## src/rtl/mem_access_pkg.sv

```systemverilog
// Shared types and helpers for the memory-access stage: op encodings,
// FSM states and the default RAM address width.
package mem_access_pkg;

    localparam int unsigned ADDR_W_DEF = 17;

    typedef enum logic [3:0] {
        MEM_NONE = 4'd0,
        LB       = 4'd1,
        LH       = 4'd2,
        LW       = 4'd3,
        LBU      = 4'd4,
        LHU      = 4'd5,
        SB       = 4'd6,
        SH       = 4'd7,
        SW       = 4'd8
    } mem_op_e;

    typedef enum logic [1:0] {
        IDLE = 2'd0,
        RD   = 2'd1,
        WR   = 2'd2,
        DONE = 2'd3
    } state_e;

    function automatic logic is_load(input mem_op_e op);
        logic r;
        r = (op == LB) || (op == LH) || (op == LW) || (op == LBU) || (op == LHU);
        return r;
    endfunction

    function automatic logic is_store(input mem_op_e op);
        logic r;
        r = (op == SB) || (op == SH) || (op == SW);
        return r;
    endfunction

    // Number of bytes moved by an op (0 for non-memory ops).
    function automatic logic [2:0] op_bytes(input mem_op_e op);
        logic [2:0] r;
        case (op)
            LB, LBU, SB: r = 3'd1;
            LH, LHU, SH: r = 3'd2;
            LW, SW:      r = 3'd4;
            default:     r = 3'd0;
        endcase
        return r;
    endfunction

endpackage

```

## src/rtl/mem_access_load_extend.sv

```systemverilog
// Combinational sign/zero extension of assembled load bytes.
module load_extend
    import mem_access_pkg::*;
(
    input  logic [31:0] raw_data,
    input  logic [3:0]  mem_op,
    output logic [31:0] wdata
);

    // Extend according to load width and signedness; other ops pass through.
    always_comb begin
        wdata = raw_data;
        case (mem_op_e'(mem_op))
            LB:      wdata = {{24{raw_data[7]}}, raw_data[7:0]};
            LH:      wdata = {{16{raw_data[15]}}, raw_data[15:0]};
            LBU:     wdata = {24'd0, raw_data[7:0]};
            LHU:     wdata = {16'd0, raw_data[15:0]};
            default: wdata = raw_data;
        endcase
    end

endmodule

```

## src/rtl/mem_access.sv

```systemverilog
// Memory-access stage: ALU pass-through plus byte-serial loads/stores over
// a single-port, 1-cycle-latency RAM bus, stalling the pipe while busy.
module mem_access
    import mem_access_pkg::*;
#(
    parameter int unsigned ADDR_W = ADDR_W_DEF
) (
    input  logic              clk,
    input  logic              rst,
    input  logic              rdy,
    input  logic [3:0]        mem_op,
    input  logic              we_in,
    input  logic [4:0]        waddr_in,
    input  logic [31:0]       wdata_in,
    input  logic [31:0]       store_data,
    input  logic              hold,
    input  logic [7:0]        ram_din,
    output logic [7:0]        ram_dout,
    output logic [ADDR_W-1:0] ram_addr,
    output logic              ram_wr,
    output logic              we,
    output logic [4:0]        waddr,
    output logic [31:0]       wdata,
    output logic              stall_req
);

    mem_op_e             op;
    state_e              state_q, state_d;
    logic [2:0]          cnt_q, cnt_d;
    logic [ADDR_W-1:0]   addr_q, addr_d;
    logic [7:0]          dout_q, dout_d;
    logic                wr_q, wr_d;
    logic [31:0]         data_q, data_d;
    mem_op_e             op_q, op_d;
    logic                we_q, we_d;
    logic [4:0]          waddr_q, waddr_d;
    logic [2:0]          n_q;
    logic [1:0]          cap_idx;
    logic [1:0]          nxt_idx;
    logic [31:0]         ext_data;

    assign op      = mem_op_e'(mem_op);
    assign n_q     = op_bytes(op_q);
    assign cap_idx = cnt_q[1:0] - 2'd1;
    assign nxt_idx = cnt_q[1:0] + 2'd1;

    load_extend u_load_extend (
        .raw_data (data_q),
        .mem_op   (op_q),
        .wdata    (ext_data)
    );

    // State register and transfer datapath registers.
    always_ff @(posedge clk) begin
        if (rst) begin
            state_q <= IDLE;
            cnt_q   <= '0;
            addr_q  <= '0;
            dout_q  <= '0;
            wr_q    <= 1'b0;
            data_q  <= '0;
            op_q    <= MEM_NONE;
            we_q    <= 1'b0;
            waddr_q <= '0;
        end else begin
            state_q <= state_d;
            cnt_q   <= cnt_d;
            addr_q  <= addr_d;
            dout_q  <= dout_d;
            wr_q    <= wr_d;
            data_q  <= data_d;
            op_q    <= op_d;
            we_q    <= we_d;
            waddr_q <= waddr_d;
        end
    end

    // Next-state: issue addresses, capture load bytes, stream store bytes.
    always_comb begin
        state_d = state_q;
        cnt_d   = cnt_q;
        addr_d  = addr_q;
        dout_d  = dout_q;
        wr_d    = wr_q;
        data_d  = data_q;
        op_d    = op_q;
        we_d    = we_q;
        waddr_d = waddr_q;
        if (rdy) begin
            case (state_q)
                IDLE: begin
                    if (is_load(op) || is_store(op)) begin
                        addr_d  = wdata_in[ADDR_W-1:0];
                        cnt_d   = '0;
                        data_d  = wdata_in;
                        op_d    = op;
                        we_d    = we_in;
                        waddr_d = waddr_in;
                        if (is_load(op)) begin
                            state_d = RD;
                        end else begin
                            state_d = WR;
                            dout_d  = store_data[7:0];
                            wr_d    = 1'b1;
                        end
                    end
                end
                // cnt_q is the address index being issued; byte cnt_q-1 arrives now.
                RD: begin
                    if (cnt_q != 3'd0) begin
                        case (cap_idx)
                            2'd0: data_d[7:0]   = ram_din;
                            2'd1: data_d[15:8]  = ram_din;
                            2'd2: data_d[23:16] = ram_din;
                            2'd3: data_d[31:24] = ram_din;
                            default: ;
                        endcase
                    end
                    if ((cnt_q + 3'd1) < n_q) begin
                        addr_d = addr_q + ADDR_W'(1);
                    end
                    if (cnt_q == n_q) begin
                        state_d = DONE;
                    end else begin
                        cnt_d = cnt_q + 3'd1;
                    end
                end
                WR: begin
                    if ((cnt_q + 3'd1) == n_q) begin
                        wr_d    = 1'b0;
                        state_d = DONE;
                    end else begin
                        cnt_d  = cnt_q + 3'd1;
                        addr_d = addr_q + ADDR_W'(1);
                        case (nxt_idx)
                            2'd0: dout_d = store_data[7:0];
                            2'd1: dout_d = store_data[15:8];
                            2'd2: dout_d = store_data[23:16];
                            2'd3: dout_d = store_data[31:24];
                            default: ;
                        endcase
                    end
                end
                DONE: begin
                    if (!hold) begin
                        state_d = IDLE;
                    end
                end
                default: state_d = IDLE;
            endcase
        end
    end

    // Outputs: pass-through in IDLE, stall while busy, registered result in DONE.
    always_comb begin
        we        = 1'b0;
        waddr     = waddr_in;
        wdata     = wdata_in;
        stall_req = 1'b0;
        ram_addr  = addr_q;
        ram_dout  = dout_q;
        ram_wr    = wr_q & rdy;
        if (rst) begin
            waddr    = '0;
            wdata    = '0;
            ram_addr = '0;
            ram_dout = '0;
            ram_wr   = 1'b0;
        end else begin
            case (state_q)
                IDLE: begin
                    if (is_load(op) || is_store(op)) begin
                        stall_req = 1'b1;
                    end else begin
                        we = we_in;
                    end
                end
                RD, WR: begin
                    stall_req = 1'b1;
                end
                DONE: begin
                    we    = we_q & is_load(op_q);
                    waddr = waddr_q;
                    wdata = ext_data;
                end
                default: ;
            endcase
        end
    end

endmodule

```

## config.mk

```make
export PLATFORM = sky130hd
export DESIGN_NAME = mem_access
export DESIGN_NICKNAME = d
export VERILOG_FILES = /design/src/rtl/mem_access_pkg.sv /design/src/rtl/mem_access_load_extend.sv /design/src/rtl/mem_access.sv
export SDC_FILE = /design/constraint.sdc
export NUM_CORES = 1
export LEC_CHECK = 0
export ABC_CLOCK_PERIOD_IN_PS = 2800
export CORE_MARGIN = 1.5
export CORE_UTILIZATION = 48
export CTS_CLUSTER_SIZE = 24
export DETAILED_ROUTE_END_ITERATION = 8
export PLACE_DENSITY = 0.91
export SYNTH_ARGS = -nofsm -noshare
export SYNTH_HDL_FRONTEND = slang
export SYNTH_SLANG_ARGS = --single-unit
export TNS_END_PERCENT = 20
```

## constraint.sdc

```tcl
create_clock -name clk -period 2.8 [get_ports clk]
set_clock_uncertainty 0.05 [all_clocks]
set_input_delay 0.28 -clock clk [delete_from_list [all_inputs] [get_ports clk]]
set_output_delay 0.28 -clock clk [all_outputs]
set_load 0.02 [all_outputs]
```

==> impl_metrics.yaml, run 1 <==
outcome:
  outcome: "finished, final reports clean"
yosys:
  syn_area_per_cell_um2: 7.89
  yosysMostFrequentCell: "nor2_1"
  synth_area_leader_cell: "dfxtp_1"
  yosysSeqAreaShare_pct: 30.3
  ys_ff_latch: 76
  yosys_most_used_dff: "dfxtp_1"
  synth.distinct_cells: 66
  syn_inst: 636
  synth.net_count: 734
  synth_edf_count: 0
  synth_top_area_share_pct: 30.3
  postSynth.asyncResetShare_pct: 0
  netlist_area_um2: 5020
  synth_warnings: 0
  ys_top_cells_by_area: "dfxtp_1, mux2i_1, nor2_1"
  synth_commonest_cells: "nor2_1, dfxtp_1, mux2i_1"
floorplan:
  die_y_um: 105
  start_util_pct: 49.0
  core_area_um2: 10200
  dieArea_um2: 11100
  ios: 151
  rows: 37
  dieWidth_um: 105
cells_and_area:
  register_area_um2: 1530
  synthToLayoutAreaGrowth_pct: 36.9
  n_fill_cell: 790
  nets: 867
  antenna_cells: 0
  final_area_um2: 6870
  fin_util_pct: 67.1
  drive_gt1_share_pct: 8.79
  final_cells: 910
  multi_input_area_um2: 3210
sta:
  rsz0062_at_grt: "false"
  maxSlewHeadroom_pct: 53.6
  fmax_mhz: 368
  finalCritPeriodShare_pct: 97.0
  tns_ns: 0
  period_minus_slack_ns: 2.72
  whs_ns: 0.270
  worst_pin_slew_ns: 0.691
  setup_ws_ns: 0.0845
  hold_violations: 0
  setup_viol: 0
  final_max_slew_viol_count: 0
flow_run:
  max-cap-violations: 0
global_routing:
  antenna_found_initial: 0
  grtUsageMet1_pct: 34.5
  grt_overflow_total: 0
  track_usage_pct: 28.5
  grtUsageMet2_pct: 49.2
  grt_first_pass_wirelength_mm: 25.1
  met3_usage_pct: 4.45
  grt_max_degree: 36
  busiest_layer: "met2"
  grt_pass1_vias: 5101
setup_path:
  r2r_end: "cnt_q[1]"
  critPathLaunch: "state_q[1]"
  worstSetupPathType: "reg -> out"
  endpoint_kind: "primary output"
  path_cells: "ha_2, buf_4, nor2_1, nor3_1, clkdlybuf4s50_1"
  r2r_slack_ns: 0.19
  required_ns: 2.47
  cp_max_fo: 29
  worstSetupStartpointType: "flop"
  cp_slowest_stage_delay_ns: 0.67
  endpoint: "wdata[8]"
  timing.rr.start: "cnt_q[0]"
  crit_slowest_cell: "clkdlybuf4s50_1"
  arrival_ns: 2.39
  rr_worst_depth: 8
place:
  dp_hpwl_mm: 11.7
  io_buffers: 150
  dp_slack_ns: 0.0912
  finalWeightedCongestion: 0.981
  dpl_cell_area_um2: 6630
  dp_cells: 894
cts:
  worstSkewPairLatency_ns: 0.36
  clkSinkCount: 76
  tritoncts: "done"
  ctsLongestPathBuffers: 2
  h-tree-depth: 3
  cts_root_buf: "clkbuf_8"
  cts_post_setup_buffers_inserted: 0
  ctsResizeCount: 4
  clk_pin_slew_worst_paths_ns: 0.08
  cts_buffers: 9
  cts_hold_buf: 0
hold_path:
  holdCritStartpoint: "rst"
  hold_class: "in -> reg"
pwr:
  power_mw: 4.01
  p_leak_nw: 2.69
  peakVddDrop_mv: 0.298
  p_per_area_nw_per_um2: 584
detailed_routing:
  viasPerCell: 5.99
  drcViolationCount: 0
  dr.pass1.iters: 5
  post_drt_wl_per_cell_um: 17.4
  vias: 5454
  drtIter0Drc: 391
  ant_nets: 0
  drt-total-wl_mm: 15.9
[logic make-up after synthesis]
| family | share of synthesized area [%] |
|---|---|
| AO/OA/AOI/OAI | 23.1 |
| multiplexers | 12.2 |
| XOR/XNOR | 0.699 |
| AND/OR/NAND/NOR | 24.8 |
| flip-flops | 30.3 |
| adder cells (fa/ha/maj) | 2.99 |
| buffers and inverters | 5.91 |
[layout make-up]
class,instances,area share [%]
clock buffers,11,2.20
multi-input cells,494,46.8
clock inverters,5,0.856
well taps,136,2.48
repair buffers,174,24.7
flip-flops and latches,76,22.2
inverters,14,0.765
[worst max-delay path: cells and delay by family, from the launching register on]
kind,cells,cell delay [ns]
DFF,1,0.39
buffers and inverters,2,1.04
and+or+nand+nor,2,0.34
adders and majority gates,1,0.25
[state kept, by name, indices dropped and copies added (netlist names)]
name and flops:
data_q 32, addr_q 17, dout_q 8, waddr_q 5, op_q 4, cnt_q 3
n_q 3, state_q 2, we_q 1, wr_q 1
[power by group]
part / internal (mW) / total [mW] / switching, mW
Clock: 0.462 / 0.898 / 0.436
Sequential: 1.27 / 1.40 / 0.137
Combinational: 0.743 / 1.71 / 0.967
[metal layers]
metal	part of all wire (%)	routed length, um
met1	40	6280
met2	49	7740
met3	8.1	1290
met4	3.5	560
met5	0	0
[placed cells by master (no fill, tap or decap), types with 11 or more instances in the layout]
master / Yosys / layout
a211oi_1: 37 / 37
a21oi_1: 52 / 52
buf_4: 6 / 25
clkbuf_8: 0 / 11
clkdlybuf4s50_1: 0 / 137
dfxtp_1: 76 / 73
inv_1: 13 / 13
mux2i_1: 61 / 61
nand2_1: 31 / 31
nor2_1: 99 / 99
nor2b_1: 24 / 24
nor3_1: 35 / 35
o21ai_0: 23 / 23
[worst min-delay path by stage]
| stage | endpoint | depth (start not counted) |
|---|---|---|
| floorplan | waddr_q[0] | 2 |
| global placement | dout_q[5] | 2 |
| detailed placement | dout_q[3] | 2 |
| CTS | op_q[1] | 2 |
| global route | waddr_q[2] | 2 |
| finish | we_q | 2 |
No activity file was read; power rests on OpenSTA's default activity.
==> run 2: changes to the inputs <==
--- a/config.mk
+++ b/config.mk
@@ -5,12 +5,14 @@
 export SDC_FILE = /design/constraint.sdc
 export NUM_CORES = 1
 export LEC_CHECK = 0
+export ABC_AREA = 1
 export ABC_CLOCK_PERIOD_IN_PS = 2800
 export CORE_MARGIN = 1.5
 export CORE_UTILIZATION = 48
 export CTS_CLUSTER_SIZE = 24
 export DETAILED_ROUTE_END_ITERATION = 8
-export PLACE_DENSITY = 0.91
+export PLACE_DENSITY = 0.92
+export RECOVER_POWER = 100
 export SYNTH_ARGS = -nofsm -noshare
 export SYNTH_HDL_FRONTEND = slang
 export SYNTH_SLANG_ARGS = --single-unit
==> impl_metrics.yaml, run 2 <==
cells_and_area:
  regMostFlops: "data_q"
  final_area_um2: 6690
  drive_gt1_share_pct: 7.32
  largest_reg_flops: 32
  final_cells: 1051
  layout_commonest_cell: "nand2_1"
  final_cell_mix: "nand2_1, a21oi_1, clkdlybuf4s50_1, nor2_1, o21ai_0"
  fin_util_pct: 65.7
  antenna_cells: 0
  reg_top3: "data_q: 32 flops, addr_q: 17 flops, dout_q: 8 flops"
  nets: 1008
  synthToLayoutAreaGrowth_pct: 34.1
sta:
  hold_violations: 0
  setup_viol: 0
  tns_ns: 0
  fmax_mhz: 373
  worst_pin_slew_ns: 0.631
  finalCritPeriodShare_pct: 95.9
  maxSlewHeadroom_pct: 57.8
  whs_ns: 0.402
  setup_ws_ns: 0.115
  period_minus_slack_ns: 2.68
  rsz0062_at_grt: "false"
  final_max_slew_viol_count: 0
global_routing:
  grt_max_degree: 42
  grt_first_pass_wirelength_mm: 23.9
  grt_overflow_total: 0
  antenna_found_initial: 0
  track_usage_pct: 26.7
  grt_pass1_vias: 5122
detailed_routing:
  ant_nets: 0
  vias: 5700
  drt-total-wl_mm: 15.1
  drtIter0Drc: 375
  viasPerCell: 5.42
  dr.pass1.iters: 5
  drcViolationCount: 0
  post_drt_wl_per_cell_um: 14.4
setup_path:
  cp_max_fo: 41
  cp_slowest_stage_delay_ns: 0.66
  path_cells: "ha_1, buf_6, nand3_1, a211oi_1, clkdlybuf4s50_1"
  arrival_ns: 2.35
  timing.rr.start: "cnt_q[0]"
  required_ns: 2.47
  crit_slowest_cell: "clkdlybuf4s50_1"
  worstSetupPathType: "reg -> out"
  endpoint_kind: "primary output"
  critPathTopFamily: "buffers and inverters"
  worstSetupStartpointType: "flop"
  critPathBufInv: 2
  critPathLaunch: "state_q[0]"
flow_run:
  max-cap-violations: 0
yosys:
  yosysMostFrequentCell: "nand2_1"
  synth.net_count: 877
  synth.distinct_cells: 37
  postSynth.asyncResetShare_pct: 0
  yosys_most_used_dff: "dfxtp_1"
  synth_edf_count: 0
  syn_inst: 779
  synth_area_leader_cell: "dfxtp_1"
  synth_top_area_share_pct: 30.5
  syn_area_per_cell_um2: 6.41
  ys_ff_latch: 76
  netlist_area_um2: 4990
  ys_top_cells_by_area: "dfxtp_1, a21oi_1, nand2_1"
  yosysSeqAreaShare_pct: 30.5
  synth_warnings: 0
  synth_commonest_cells: "nand2_1, a21oi_1, inv_1"
place:
  io_buffers: 150
  dp_hpwl_mm: 11.2
  dp_cells: 1035
  dp_slack_ns: 0.348
  finalWeightedCongestion: 0.870
  dpl_cell_area_um2: 6550
hold_path:
  holdCritStartpoint: "we_q"
  hold_class: "reg -> reg"
cts:
  clk_pin_slew_worst_paths_ns: 0.09
  clkSinkCount: 76
  cts_buffers: 9
  ctsLongestPathBuffers: 2
  h-tree-depth: 3
  worstSkewPairLatency_ns: 0.35
  cts_root_buf: "clkbuf_8"
  tritoncts: "done"
floorplan:
  ios: 151
  dieWidth_um: 105
  rows: 37
  die_y_um: 105
  dieArea_um2: 11000
  start_util_pct: 49.0
  core_area_um2: 10200
pwr:
  power_mw: 4.26
  p_per_area_nw_per_um2: 636
  p_leak_nw: 2.94
  peakVddDrop_mv: 0.293
outcome:
  outcome: "finished, final reports clean"
-- run 2: cell count changes in the layout (fill, tap and decap cells not counted), sizes merged, moves of 35 or more --
| cell | before | now |
|---|---|---|
| nand2 | 31 | 145 |
| a21oi | 52 | 131 |
| inv | 14 | 90 |
| o21ai | 25 | 90 |
| mux2i | 61 | 0 |
| dlygate4sd3 | 0 | 44 |
| nand3 | 9 | 47 |
| a211oi | 37 | 2 |
-- run 2: layer usage --
metal,routed length (um),GRT usage [%],up-vias
met5,0,0,-
met4,443,10.8,0
met3,1410,5.55,51
met2,6740,41.9,293
met1,6500,35.6,2521
li1,-,-,2835
-- run 2: kinds of logic after synthesis --
kind of cell               synth area share [%]
buffers and inverters                      10.9
xor gates and xnor gates                  0.702
AOI/OAI and AO/OA                          25.1
adders and majority gates                  3.01
and+or+nand+nor                            29.8
DFF                                        30.5
-- run 2: area by class of cell --
cell class	instances	area [um^2]
Fill cell	880	3490
Multi-Input combinational cell	574	2850
Timing Repair Buffer	163	1610
Sequential cell	76	1520
Inverter	86	324
Tap cell	136	170
Clock buffer	9	124
Clock inverter	7	87.6
-- run 2: where the power goes --
group	switching (mW)	internal (mW)	total (mW)
logic	1.15	0.700	1.85
clock network	0.479	0.436	0.915
registers	0.154	1.34	1.49
-- run 2: worst paths after layout --
path,end,slack [ns],depth (start not counted)
worst max register to register,addr_q[9],0.26,12
worst min register to register,we_q,0.40,2
worst min-delay path,we_q,0.40,2
worst max-delay path,we,0.12,5
-- run 2: repair_timing --
| item | CTS | global route |
|---|---|---|
| endpoints found under the setup margin | 0 | 2 |
| resized for setup | 0 | 2 |
| hold buffers | 0 | 0 |
| endpoints found under the hold margin | 0 | 0 |
| setup buffers | 0 | 0 |
-- run 2: worst reg2reg max path, stage by stage, from the launching register on --
cell and delay (ns):
dfxtp_1 0.42, ha_1 0.27, xor2_1 0.22, ha_1 0.28
nand2_1 0.10, nor2_1 0.06, nand2_1 0.05, nand2_1 0.09
clkinvlp_2 0.11, nand2_2 0.07, nor2_1 0.43, nand3_1 0.17
o21a_1 0.15
==> run 3: changes to the inputs <==
--- a/config.mk
+++ b/config.mk
@@ -13,6 +13,7 @@
 export DETAILED_ROUTE_END_ITERATION = 8
 export PLACE_DENSITY = 0.92
 export RECOVER_POWER = 100
+export REMOVE_ABC_BUFFERS = 1
 export SYNTH_ARGS = -nofsm -noshare
 export SYNTH_HDL_FRONTEND = slang
 export SYNTH_SLANG_ARGS = --single-unit
==> impl_metrics.yaml, run 3 (synthesized netlist as in run 2, its figures left out) <==
outcome:
  outcome: "finished, final reports clean"
detailed_routing:
  drt-total-wl_mm: 14.9
  post_drt_wl_per_cell_um: 14.2
  ant_nets: 0
  viasPerCell: 5.46
  drcViolationCount: 0
  dr.pass1.iters: 6
  drtIter0Drc: 387
  vias: 5753
pwr:
  p_leak_nw: 2.90
  power_mw: 4.31
  p_per_area_nw_per_um2: 641
  peakVddDrop_mv: 0.304
place:
  io_buffers: 150
  dp_hpwl_mm: 11.0
  finalWeightedCongestion: 0.904
sta:
  tns_ns: 0
  fmax_mhz: 372
  maxSlewHeadroom_pct: 38.4
  worst_pin_slew_ns: 0.924
  rsz0062_at_grt: "false"
  final_max_slew_viol_count: 0
  period_minus_slack_ns: 2.69
  setup_viol: 0
  finalCritPeriodShare_pct: 96.1
  hold_violations: 0
setup_path:
  r2r_slack_ns: 0.23
  required_ns: 2.47
  worstSetupStartpointType: "input port"
  crit_slowest_cell: "clkdlybuf4s50_1"
  endpoint_kind: "primary output"
  arrival_ns: 2.36
  cpMostUsedCell: "clkdlybuf4s50_1"
  cp_max_fo: 39
  path_cells: "clkdlybuf4s50_1, clkbuf_2, nor2_1, clkdlybuf4s50_1"
  worstSetupPathType: "in -> out"
  cp_slowest_stage_delay_ns: 0.66
cells_and_area:
  synthToLayoutAreaGrowth_pct: 34.8
  drive_gt1_share_pct: 6.76
  layout_commonest_cell: "nand2_1"
  regMostFlops: "data_q"
  antenna_cells: 0
  final_cell_mix: "nand2_1, a21oi_1, clkdlybuf4s50_1, nor2_1, o21ai_0"
  largest_reg_flops: 32
  reg_top3: "data_q: 32 flops, addr_q: 17 flops, dout_q: 8 flops"
  nets: 1010
cts:
  h-tree-depth: 3
  clk_pin_slew_worst_paths_ns: 0.08
  clkSinkCount: 76
  ctsLongestPathBuffers: 2
  cts_post_setup_buffers_inserted: 0
  worstSkewPairLatency_ns: 0.35
  cts_root_buf: "clkbuf_8"
  tritoncts: "done"
  cts_buffers: 9
floorplan:
  core_area_um2: 10200
  dieWidth_um: 105
  dieArea_um2: 11000
  rows: 37
  die_y_um: 105
  start_util_pct: 49.0
  ios: 151
flow_run:
  max-cap-violations: 0
global_routing:
  grt_max_degree: 40
  track_usage_pct: 27.3
  grt_first_pass_wirelength_mm: 24.7
  grt_overflow_total: 0
  antenna_found_initial: 0
  grt_pass1_vias: 5295
hold_path:
  hold_class: "reg -> reg"
-- run 3: changes by cell type in the layout (fill, tap and decap cells not counted), moves of 2 or more --
cell,delta
nor2_1,+6
clkinvlp_4,+2
buf_4,+2
clkdlybuf4s50_1,+22
nor2_2,-7
inv_6,-2
dlygate4sd3_1,-22
inv_8,-2
-- run 3: cell type report --
class	instances	area [um^2]
sequential	76	1520
clock inverter	5	83.8
fill	900	3460
inverter	86	325
timing repair buffer	165	1640
tap	136	170
clock buffer	11	141
multi-input combinational	574	2850
-- run 3: timing repair --
action / 4_1_cts / 5_1_grt
endpoints found under the setup margin: 0 / 5
hold buffers: 0 / 0
gates resized for setup: 0 / 1
-- run 3: path summary, 6_finish.rpt --
| path | to | depth (start not counted) | from |
|---|---|---|---|
| worst max register to register | addr_q[9] | 12 | cnt_q[0] |
| worst min-delay path | we_q | 2 | we_q |
| worst min register to register | we_q | 2 | we_q |
| worst max-delay path | ram_addr[10] | 4 | rst |
-- run 3: stage by stage --
stage	cell area [um^2]	instances	hold WS, ns	setup slack, ns	util [%]
finish	6730	1053	0.397	0.109	66.1
global route	6730	1053	0.433	0.0154	66.1
CTS	6810	1053	0.402	0.120	66.8
detailed placement	6580	1037	0.391	0.316	64.6
global placement	6580	1037	0.383	0.412	64.6
floorplan	4770	736	0.299	0.458	-
-- run 3: critical path, delay by kind of cell --
family	cells	cell delay, ns
buffers and inverters	3	1.64
and+or+nand+nor	1	0.42
-- run 3: layer usage --
metal | wire length [um] | global-route usage [%] | up-vias
li1 | - | - | 2846
met3 | 1220 | 4.87 | 45
met4 | 470 | 11.5 | 0
met2 | 6810 | 44.5 | 276
met1 | 6430 | 35.3 | 2586
met5 | 0 | 0 | -
-- run 3: where the power goes --
part           leakage (nW)  total, mW  switching (mW)  internal (mW)
logic                  2.16       1.87            1.15          0.715
clock network         0.106      0.962           0.432          0.530
registers             0.626       1.48           0.148           1.34
==> edit (flow settings as in run 3) <==
`ADDR_W_DEF`: 17 -> 25.
--- a/src/rtl/mem_access_pkg.sv
+++ b/src/rtl/mem_access_pkg.sv
@@ -3,5 +3,5 @@
 package mem_access_pkg;
 
-    localparam int unsigned ADDR_W_DEF = 17;
+    localparam int unsigned ADDR_W_DEF = 25;
 
     typedef enum logic [3:0] {
Interface: changed (resized ram_addr); port bits go from 151 to 159. The function was not compared with the original's and may differ.
==> edit against run 3 <==
Area after synthesis grew 12%; total power up 13%; final area up 11%; routed wire length rose by 27%; maximum frequency grew 0.18%; worst setup slack better by 0.0047 ns; sequential power is 10% higher; sequential cell count rose by 8; critical endpoint is now wdata[14]; largest cell class unchanged; largest power group unchanged.
==> edit: results (changes against run 3) <==
[power]
p_clk_share_pct=25.2  ; was 22.3%
p_sw_share_pct=40.6  ; was 40.2%
comb-power_mw=2.00  ; was 1.87 mW
vdd_drop_max_uv=466  ; was 304 uV
power-top-group=combinational logic  ; unchanged

[cells_and_area]
final_area_mm2=0.00744  ; was 0.00673 mm2
nets=1133  ; was 1010
n_clock_buffer=10  ; was 11
buffer_area_share_pct=21.6  ; was 24.3%
clk_share_pct=4.03  ; was 3.35%
n_all_inverters=106  ; was 86
reg_top3=data_q x32, addr_q x25, dout_q x8  ; was data_q x32, addr_q x17, dout_q x8
drive_gt1_share_pct=5.20  ; was 6.76%
multi_input_area_mm2=0.00327  ; was 0.00285 mm2
seq_share_pct=22.6  ; about the same
nonClockBufferCount=173  ; was 165

[grt]
use_met1_pct=37.3  ; was 35.3%
met2_usage_pct=50.9  ; was 44.5%
met3_usage_pct=5.25  ; was 4.87%
grt_pass1_vias=6444  ; was 5295
grt_max_degree=46  ; was 40
grt_pass1_wl_um=30500  ; was 24700 um

[placement]
place_area_mm2=0.00725  ; was 0.00658 mm2
gp_congestion=1.01  ; was 0.904
hpwlAfterDp_um=13800  ; was 11000 um
pre_cts_ws_ns=0.322  ; was 0.316 ns

[route]
dr.pass1.iters=7  ; was 6
wl_met3_um=1770  ; was 1220 um
m1WireLength_um=7470  ; was 6430 um
drt_wl_total_um=18900  ; was 14900 um
met2_length_um=8900  ; was 6810 um
drt_iter0_drc=626  ; was 387

[timing]
fin_ws_ns=0.114  ; was 0.109 ns
timing.hold.ws_ns=0.324  ; was 0.397 ns
max_slew_margin_pct=36.1  ; was 38.4%

[yosys]
synthAdderAreaFrac_pct=2.90  ; was 3.01%
ys_ff_latch=84  ; was 76
synth_area_per_cell_um2=6.25  ; was 6.41 um2
yosysSeqAreaShare_pct=30.0  ; was 30.5%
synth_compound_area_share_pct=24.6  ; was 25.1%
ys_top_cells_by_area=dfxtp_1 (30%), nand2_1 (12%), o21ai_0 (9.4%)  ; was dfxtp_1 (30%), a21oi_1 (13%), nand2_1 (10%)
muxShareOfSynthArea_pct=0.179  ; was 0%

[clocking]
cts_resized=3  ; was 0
cts_root_buf=clkbuf_16  ; was clkbuf_8

[setup_path]
regToRegStartpoint=state_q[0]  ; was cnt_q[0]
critPathSlowestCell=dlygate4sd3_1  ; was clkdlybuf4s50_1
r2r-end=data_q[10]  ; was addr_q[9]
worst-r2r-cell-count=8  ; was 12
cpPeakStageDelay_ns=0.68  ; was 0.66 ns

[min_path]
hp-class=in -> reg  ; was reg -> reg
whs_path_depth=4  ; was 2
worstHoldStart=rst  ; was we_q

[outcome]
outcome=finished clean  ; unchanged

## edit: cell types whose count changed in the layout (fill, tap and decap cells not counted), sizes merged, moves of 8 or more
cell | run 3 | this run
inv | 87 | 106
o21ai | 90 | 114
clkbuf | 12 | 27
a221oi | 0 | 8
o21a | 4 | 12
nand2 | 145 | 186
a211oi | 2 | 11
nand3 | 47 | 59
nor3 | 5 | 14
a21oi | 131 | 103
dfxtp | 76 | 84
dlygate4sd3 | 22 | 49
clkdlybuf4s50 | 128 | 91
## edit: worst max-delay path by stage
| stage | start | endpoint |
|---|---|---|
| 6_report | op_q[1] | wdata[14] |
| 4_1_cts | op_q[0] | wdata[17] |
| 3_5_place_dp | op_q[0] | wdata[21] |
| 5_1_grt | state_q[1] | we |
| 2_1_floorplan | state_q[0] | stall_req |
| 3_3_place_gp | op_q[0] | wdata[21] |
## edit: worst max-delay path: cells and delay by family (launching register included)
kind | cells | cell delay, ns
simple gates | 4 | 0.43
flops | 1 | 0.37
buf+inv | 3 | 0.92
compound gates | 2 | 0.30
